==> src/rtl/alu_funct_stage.sv <==
// -----------------------------------------------------------------------------
// alu_funct_stage
//
// Purpose:
//   Registered ALU funct generator that sits between ID and EX. It decodes the
//   instruction opcode (plus the SPECIAL funct field) into the ALU funct code
//   and holds the result in a one-entry valid/ready pipeline register.
//   The block also tracks the multi-cycle MULT/DIV unit. While that unit is
//   busy, it stalls new mul/div instructions and MFHI/MFLO reads.
//
// Ports:
//   clk        in   rising-edge clock
//   rst_n      in   asynchronous active-low reset
//   flush      in   kill the held entry; no acceptance this cycle
//   in_valid   in   ID presents an instruction
//   in_ready   out  stage accepts the presented instruction this cycle
//   op         in   instruction opcode            [OP_W-1:0]
//   funct_in   in   instruction funct field       [FUNCT_W-1:0]
//   out_valid  out  funct_out holds a valid entry for EX
//   out_ready  in   EX takes the held entry
//   funct_out  out  registered ALU funct          [FUNCT_W-1:0]
//   md_busy    out  mul/div unit occupied
// -----------------------------------------------------------------------------
`timescale 1ns/1ps

module alu_funct_stage #(
    parameter int OP_W       = 6,
    parameter int FUNCT_W    = 6,
    parameter int MUL_CYCLES = 4,
    parameter int DIV_CYCLES = 32,
    parameter int CNT_W      = 6
) (
    input  logic               clk,
    input  logic               rst_n,
    input  logic               flush,
    input  logic               in_valid,
    output logic               in_ready,
    input  logic [OP_W-1:0]    op,
    input  logic [FUNCT_W-1:0] funct_in,
    output logic               out_valid,
    input  logic               out_ready,
    output logic [FUNCT_W-1:0] funct_out,
    output logic               md_busy
);

    // -------------------------------------------------------------------------
    // Opcode encodings
    // -------------------------------------------------------------------------
    localparam logic [OP_W-1:0] OP_SPECIAL = OP_W'(6'b000000);
    localparam logic [OP_W-1:0] OP_JAL     = OP_W'(6'b000011);
    localparam logic [OP_W-1:0] OP_ADDI    = OP_W'(6'b001000);
    localparam logic [OP_W-1:0] OP_ADDIU   = OP_W'(6'b001001);
    localparam logic [OP_W-1:0] OP_SLTI    = OP_W'(6'b001010);
    localparam logic [OP_W-1:0] OP_SLTIU   = OP_W'(6'b001011);
    localparam logic [OP_W-1:0] OP_ANDI    = OP_W'(6'b001100);
    localparam logic [OP_W-1:0] OP_ORI     = OP_W'(6'b001101);
    localparam logic [OP_W-1:0] OP_XORI    = OP_W'(6'b001110);
    localparam logic [OP_W-1:0] OP_LUI     = OP_W'(6'b001111);
    localparam logic [OP_W-1:0] OP_LB      = OP_W'(6'b100000);
    localparam logic [OP_W-1:0] OP_LW      = OP_W'(6'b100011);
    localparam logic [OP_W-1:0] OP_LBU     = OP_W'(6'b100100);
    localparam logic [OP_W-1:0] OP_SB      = OP_W'(6'b101000);
    localparam logic [OP_W-1:0] OP_SW      = OP_W'(6'b101011);

    // -------------------------------------------------------------------------
    // ALU funct encodings
    // -------------------------------------------------------------------------
    localparam logic [FUNCT_W-1:0] F_NOP   = FUNCT_W'(6'b000000);
    localparam logic [FUNCT_W-1:0] F_MFHI  = FUNCT_W'(6'b010000);
    localparam logic [FUNCT_W-1:0] F_MFLO  = FUNCT_W'(6'b010010);
    localparam logic [FUNCT_W-1:0] F_MULT  = FUNCT_W'(6'b011000);
    localparam logic [FUNCT_W-1:0] F_MULTU = FUNCT_W'(6'b011001);
    localparam logic [FUNCT_W-1:0] F_DIV   = FUNCT_W'(6'b011010);
    localparam logic [FUNCT_W-1:0] F_DIVU  = FUNCT_W'(6'b011011);
    localparam logic [FUNCT_W-1:0] F_ADD   = FUNCT_W'(6'b100000);
    localparam logic [FUNCT_W-1:0] F_ADDU  = FUNCT_W'(6'b100001);
    localparam logic [FUNCT_W-1:0] F_AND   = FUNCT_W'(6'b100100);
    localparam logic [FUNCT_W-1:0] F_OR    = FUNCT_W'(6'b100101);
    localparam logic [FUNCT_W-1:0] F_XOR   = FUNCT_W'(6'b100110);
    localparam logic [FUNCT_W-1:0] F_SLT   = FUNCT_W'(6'b101010);
    localparam logic [FUNCT_W-1:0] F_SLTU  = FUNCT_W'(6'b101011);

    localparam logic [CNT_W-1:0] MUL_LOAD = CNT_W'(MUL_CYCLES);
    localparam logic [CNT_W-1:0] DIV_LOAD = CNT_W'(DIV_CYCLES);

    // -------------------------------------------------------------------------
    // State
    // -------------------------------------------------------------------------
    logic               out_valid_q, out_valid_d;
    logic [FUNCT_W-1:0] funct_q,     funct_d;
    logic [CNT_W-1:0]   cnt_q,       cnt_d;

    // -------------------------------------------------------------------------
    // Decode
    // -------------------------------------------------------------------------
    logic [FUNCT_W-1:0] funct_dec;

    // NOTE: every signal driven in always_comb gets a default first, so no
    // path through the block leaves it unassigned and no latch is inferred.
    always_comb begin
        funct_dec = F_NOP;
        case (op)
            OP_SPECIAL:                                   funct_dec = funct_in;
            OP_LUI, OP_ORI, OP_JAL:                       funct_dec = F_OR;
            OP_LB, OP_LBU, OP_LW, OP_SB, OP_SW, OP_ADDIU: funct_dec = F_ADDU;
            OP_ADDI:                                      funct_dec = F_ADD;
            OP_ANDI:                                      funct_dec = F_AND;
            OP_XORI:                                      funct_dec = F_XOR;
            OP_SLTI:                                      funct_dec = F_SLT;
            OP_SLTIU:                                     funct_dec = F_SLTU;
            default:                                      funct_dec = F_NOP;
        endcase
    end

    // -------------------------------------------------------------------------
    // Instruction classes and hazard
    // -------------------------------------------------------------------------
    logic is_special;
    logic md_op;
    logic hilo_rd;
    logic hazard;

    assign is_special = (op == OP_SPECIAL);
    assign md_op      = is_special &&
                        ((funct_in == F_MULT) || (funct_in == F_MULTU) ||
                         (funct_in == F_DIV)  || (funct_in == F_DIVU));
    assign hilo_rd    = is_special &&
                        ((funct_in == F_MFHI) || (funct_in == F_MFLO));

    // Only instructions that touch the mul/div unit or HI/LO wait on it.
    // Everything else keeps flowing while the unit is busy.
    assign hazard = md_busy && in_valid && (md_op || hilo_rd);

    // -------------------------------------------------------------------------
    // Handshakes
    // -------------------------------------------------------------------------
    logic accept;
    logic out_hs;

    // The slot is free if it is empty, or if it is draining this same cycle.
    // This gives full throughput when EX is ready.
    assign in_ready = !flush && !hazard && (!out_valid_q || out_ready);
    assign accept   = in_valid && in_ready;

    // Flush overrides a pending out_ready, so a flushed entry never issues.
    assign out_hs   = out_valid_q && out_ready && !flush;

    // -------------------------------------------------------------------------
    // Pipeline register next state
    // -------------------------------------------------------------------------
    always_comb begin
        out_valid_d = out_valid_q;
        funct_d     = funct_q;
        if (flush) begin
            out_valid_d = 1'b0;
        end else if (accept) begin
            out_valid_d = 1'b1;
            funct_d     = funct_dec;
        end else if (out_hs) begin
            out_valid_d = 1'b0;
        end
    end

    // -------------------------------------------------------------------------
    // Mul/div busy counter
    // -------------------------------------------------------------------------
    logic held_is_mul;
    logic held_is_div;

    // Only a SPECIAL pass-through can yield a mul/div funct. The held funct
    // alone therefore identifies the class of the issuing instruction.
    assign held_is_mul = (funct_q == F_MULT) || (funct_q == F_MULTU);
    assign held_is_div = (funct_q == F_DIV)  || (funct_q == F_DIVU);

    // The counter loads when the instruction leaves toward EX, not when it is
    // accepted. A mul/div that gets flushed from the slot never starts the
    // unit. Flush leaves a running count alone because that op is in flight.
    always_comb begin
        cnt_d = cnt_q;
        if (out_hs && held_is_mul) begin
            cnt_d = MUL_LOAD;
        end else if (out_hs && held_is_div) begin
            cnt_d = DIV_LOAD;
        end else if (cnt_q != '0) begin
            cnt_d = cnt_q - CNT_W'(1);
        end
    end

    // -------------------------------------------------------------------------
    // Registers
    // -------------------------------------------------------------------------
    // NOTE: sequential state uses non-blocking assignments, so every register
    // samples the pre-edge values regardless of statement order.
    always_ff @(posedge clk or negedge rst_n) begin
        if (!rst_n) begin
            out_valid_q <= 1'b0;
            funct_q     <= F_NOP;
            cnt_q       <= '0;
        end else begin
            out_valid_q <= out_valid_d;
            funct_q     <= funct_d;
            cnt_q       <= cnt_d;
        end
    end

    // -------------------------------------------------------------------------
    // Outputs
    // -------------------------------------------------------------------------
    assign out_valid = out_valid_q;
    assign funct_out = funct_q;
    // md_busy comes straight from the counter register. An asynchronous reset
    // drops it at once, without waiting for a clock edge.
    assign md_busy   = (cnt_q != '0);

endmodule
==> config.mk <==
export PLATFORM = sky130hd
export DESIGN_NAME = alu_funct_stage
export DESIGN_NICKNAME = d
export VERILOG_FILES = /design/src/rtl/alu_funct_stage.sv
export SDC_FILE = /design/constraint.sdc
export NUM_CORES = 1
export LEC_CHECK = 0
export CORE_ASPECT_RATIO = 0.5
export CORE_MARGIN = 2
export CORE_UTILIZATION = 30
export CTS_CLUSTER_DIAMETER = 60
export CTS_CLUSTER_SIZE = 10
export DETAILED_ROUTE_END_ITERATION = 6
export PLACE_DENSITY = 0.52
export SETUP_SLACK_MARGIN = 0.05
export SYNTH_ARGS = -nofsm -noshare
export SYNTH_HDL_FRONTEND = slang
export SYNTH_SLANG_ARGS = --single-unit
export TNS_END_PERCENT = 1
==> constraint.sdc <==
create_clock -name clk -period 2.7 [get_ports clk]
set_input_delay 0.54 -clock clk [delete_from_list [all_inputs] [get_ports clk]]
set_output_delay 0.54 -clock clk [all_outputs]
set_load 0.02 [all_outputs]
== Yosys cells after proc, flatten, opt, wreduce, memory -nomap -nowiden ==
Index checks and enable logic that the tools add are counted.

* Register bits after elaboration: 13
* Logic and storage cells: 65

* Bitwise logic cells: 1
* Equality and inequality tests: 24
* Add/sub/neg operators: 1
* Reduce and logical (&&, ||, !) cells: 29
* Muxes and demuxes: 7

{| class="wikitable"
|+ Operators by type and width
! kind !! count
|-
| equality test 6 x 5 -> 1 bit, second input constant || 10
|-
| equality test 6 x 4 -> 1 bit, second input constant || 8
|-
| case mux 6 bit (8 select lines) || 1
|-
| equality test 6 bit, second input constant || 5
|-
| 2-to-1 mux 6 bit || 3
|-
| logical AND 1 bit || 11
|-
| logical OR 1 bit || 8
|-
| equality test 6 x 2 -> 1 bit, second input constant || 1
|-
| zero test 6 bit || 1
|-
| nonzero test 3 bit || 2
|-
| nonzero test 6 bit || 1
|-
| OR reduction 6 bit || 1
|-
| subtractor 6 x 1 -> 6 bit, second input constant || 1
|-
| zero test 1 bit || 3
|-
| 2-to-1 mux 1 bit || 3
|-
| OR reduction 3 bit || 1
|-
| AND reduction 2 bit || 1
|-
| inverter 1 bit || 1
|}

== Logic depth before layout (Yosys ltp) ==
* Word-level depth: 13
* Depth in mapped cells: 8
* Mapped depth without buffers: 7

== Worst setup path after synthesis ==
Ideal clock, no wire load.

* Path kind: register to output
* Start: register cnt_q[3]
* End: output port in_ready
* Required time: 2.160 ns
* Data arrival time: 1.731 ns
* Slack: 0.429 ns
* Buffers on the path: 0
* Cell stages (with the launch flop): 5
* Path through: dfrtp_1 > or3_4 > o311ai_4 > nor3_1 > a211oi_1

* Cells in the longest elaborated chain, start to end: 6

{| class="wikitable"
|+ Ends and longest elaborated chain
! item !! line !! RTL
|-
| start, declared || 91 || <nowiki>logic [CNT_W-1:0] cnt_q, cnt_d;</nowiki>
|-
| start signal, assigned || 202 || <nowiki>cnt_q <= cnt_d;</nowiki>
|-
| nonzero test 6 bit || 213 || <nowiki>assign md_busy = (cnt_q != '0);</nowiki>
|-
| logical AND 1 bit (2 in a row) || 132 || <nowiki>assign hazard = md_busy && in_valid && (md_op || hilo_rd);</nowiki>
|-
| zero test 1 bit || 142 || <nowiki>assign in_ready = !flush && !hazard && (!out_valid_q || out_ready);</nowiki>
|-
| logical AND 1 bit (2 in a row) || 142 ||
|-
| end, declared || 37 || <nowiki>output logic in_ready,</nowiki>
|}

No other way between the ends.

== Worst setup path after layout ==
Ends and elaborated chain as after synthesis.

==> reports/metrics.yaml <==
run_status:
  outcome: "complete, no violations"
die:
  die_area_mm2: 0.00340
  start_util_pct: 32.7
  ios: 26
  rows: 13
  core_area_mm2: 0.00268
  die_w_um: 80.5
  die_h_um: 42.2
drt:
  initialDrtViolationCount: 35
  route.detailed.drc: 0
  m1WireLength_um: 1130
  dr_wl_met3_um: 99
  viasPerCell: 4.71
  drt-pass1-iter-count: 4
  highest_layer: "met4"
  final_antenna_net_count: 0
  wl_met2_um: 885
  wl_per_cell_um: 12.5
  vias: 805
  wirelength_um: 2140
timing:
  relSlewSlack_pct: 61.5
  timing.final.crit_share_pct: 93.9
  clock_skew_ps: 1.40
  slew_violations: 0
  fmax_mhz: 394
  hold_viol_final: 0
  period_minus_slack_ps: 2540
  worstMarginPinSlew_ps: 576
  holdWs_ps: 478
  rsz0062_at_grt: "false"
  finalSetupViolCount: 0
  fin_ws_ps: 165
power_and_ir_drop:
  peakVddDrop_mv: 0.469
  power_frac_clock_pct: 21.0
  switching_share_pct: 34.3
  power_frac_comb_pct: 41.3
  cellPowerDensity_mw_per_mm2: 616
  p_int_uw: 528
  seq_power_share_pct: 37.6
  power.switching_uw: 275
  p_leak_uw: 0.000534
layout:
  n_antenna_cell: 0
  synthToLayoutAreaGrowth_pct: 48.6
  nNetsFinal: 154
  final_common_cell: "clkdlybuf4s50_1"
  final_cell_mix: "clkdlybuf4s50_1 (24), dfrtp_1 (13), nand2_1 (12), buf_4 (12), nor2_1 (8)"
  drive_gt1_share_pct: 15.7
clocking:
  cts-hold-fix-buffers: 0
  cts_buffers: 3
  cts.clk_slew.worst_paths_ps: 50
  cts.sink_count: 13
  worstSkewPairLatency_ps: 240
  tritoncts: "yes"
  root_buffer: "clkbuf_8"
  cts_max_level: 1
  clk_path_buf_depth: 2
global_routing:
  grt_pass1_vias: 780
  grt_max_degree: 14
  grt_use_total_pct: 13.5
  antenna_found_initial: 0
  grt_remaining_overflow: 0
  grt_pass1_wl_um: 3530
place:
  portBuffers: 25
  place.gp.congestion: 0.789
  dpl.hpwl_um: 1720
  dp_worst_setup_slack_ps: -80.1
worst_hold_path:
  min_path_type: "flop to flop"
setup_path:
  required_ps: 2160
  worstPathArrival_ps: 2000
  setup.worst_path.start_class: "flop"
  ff2ff_setup_slack_ps: 950
  criticalPathCategory: "flop to primary output"
  cp-end-kind: "primary output"
  crit_fanout: 3
yosys:
  netlist_instances: 96
  ys_warn_count: 0
  seq_area_frac_synth_pct: 37.1
  ys_ff_latch: 13
  synth.distinct_cells: 36
  syn_avg_cell_area_um2: 9.14
  syn_area_um2: 877
  synthesis.nets: 115
job:
  max-cap-violations: 0
## synthesized netlist by cell type (all sizes together)
cell | number | share of area [%]
xnor2 | 2 | 2.0
a21boi | 1 | 0.86
nand4b | 1 | 1.0
mux2i | 1 | 1.1
and2 | 1 | 0.71
xor2 | 2 | 2.0
a2111oi | 1 | 3.1
a211oi | 4 | 4.9
clkbuf | 1 | 0.43
ha | 2 | 2.9
o41ai | 2 | 2.0
o311ai | 1 | 3.0
nand3 | 2 | 1.1
a31oi | 1 | 0.71
o21a | 1 | 0.86
nor2 | 8 | 3.4
a21o | 2 | 1.7
o21ai | 8 | 5.8
dfrtp | 13 | 37
a22oi | 1 | 0.86
nand2 | 12 | 5.1
nor3b | 1 | 0.86
buf | 2 | 1.1
nor3 | 4 | 2.3
nor2b | 2 | 1.4
or3 | 2 | 2.0
nand2b | 3 | 2.1
a21oi | 5 | 2.9
or4 | 1 | 0.86
inv | 7 | 3.0
mux2 | 1 | 1.3
nor4 | 1 | 1.4
## area by class of cell
class	count	area (um^2)
clock buffers	4	45.0
fillers	265	1380
inverters	7	26.3
multi-input cells	73	520
flip-flops and latches	13	325
well taps	37	46.3
repair buffers	37	340
## cells by family (layout without fill, tap and decap cells)
logic type      count (synthesis)  after routing  share of synthesized area [%]
compound gates                 27             27                           26.7
xor+xnor                        4              4                           4.00
fa+ha+maj                       2              2                           2.85
buf+inv                        10             48                           4.57
flops                          13             13                           37.1
mux                             2              2                           2.43
simple gates                   38             38                           22.4
## metal layers
layer	GRT usage, %	vias up
met5	0	-
met3	2.80	4
met1	19.1	375
met2	19.8	12
met4	6.10	0
li1	-	414
## per-stage QoR
stage	instance area [um^2]	util (%)	instances	setup TNS (ps)	power, uW
finish	1300	48.6	171	0	803
global route	1300	48.6	171	0	869
CTS	1290	48.2	171	0	816
detailed placement	1250	46.6	167	-80.1	640
global placement	1250	46.6	167	-114	638
floorplan	877	-	96	0	505
## critical path, cell delays in order, from the launching register on
cell and delay [ps]:
dfrtp_1 380, or3_4 420, o311ai_4 300, nor3_1 90, a211oi_1 230, clkdlybuf4s15_1 340
## worst paths after layout
kind                              startpoint      endpoint  depth (start not counted)
worst min register to register  funct_out[0]  funct_out[0]                          1
worst min-delay path            funct_out[0]  funct_out[0]                          1
worst max-delay path                cnt_q[3]      in_ready                          5
max in group asynchronous              rst_n  funct_out[3]                          1
worst max register to register      cnt_q[3]  funct_out[1]                          4
min in group asynchronous              rst_n  funct_out[1]                          1
## registers in the layout (all words and copies together) (netlist names)
signal / cells
cnt_q: 6
funct_out: 6
out_valid: 1
## power groups by stage
stage | sequential, uW | clock [uW] | combinational [uW]
2_1_floorplan | 314 | 0 | 190
3_3_place_gp | 306 | 0 | 331
3_5_place_dp | 306 | 0 | 335
4_1_cts | 302 | 178 | 336
5_1_grt | 310 | 188 | 370
6_report | 302 | 169 | 332
## timing repair
item / 4_1_cts / 5_1_grt
resized for setup: 1 / 2
endpoints found under the setup margin: 1 / 1
buffers inserted: 0 / 0
Power figures use the tool's default switching activity.
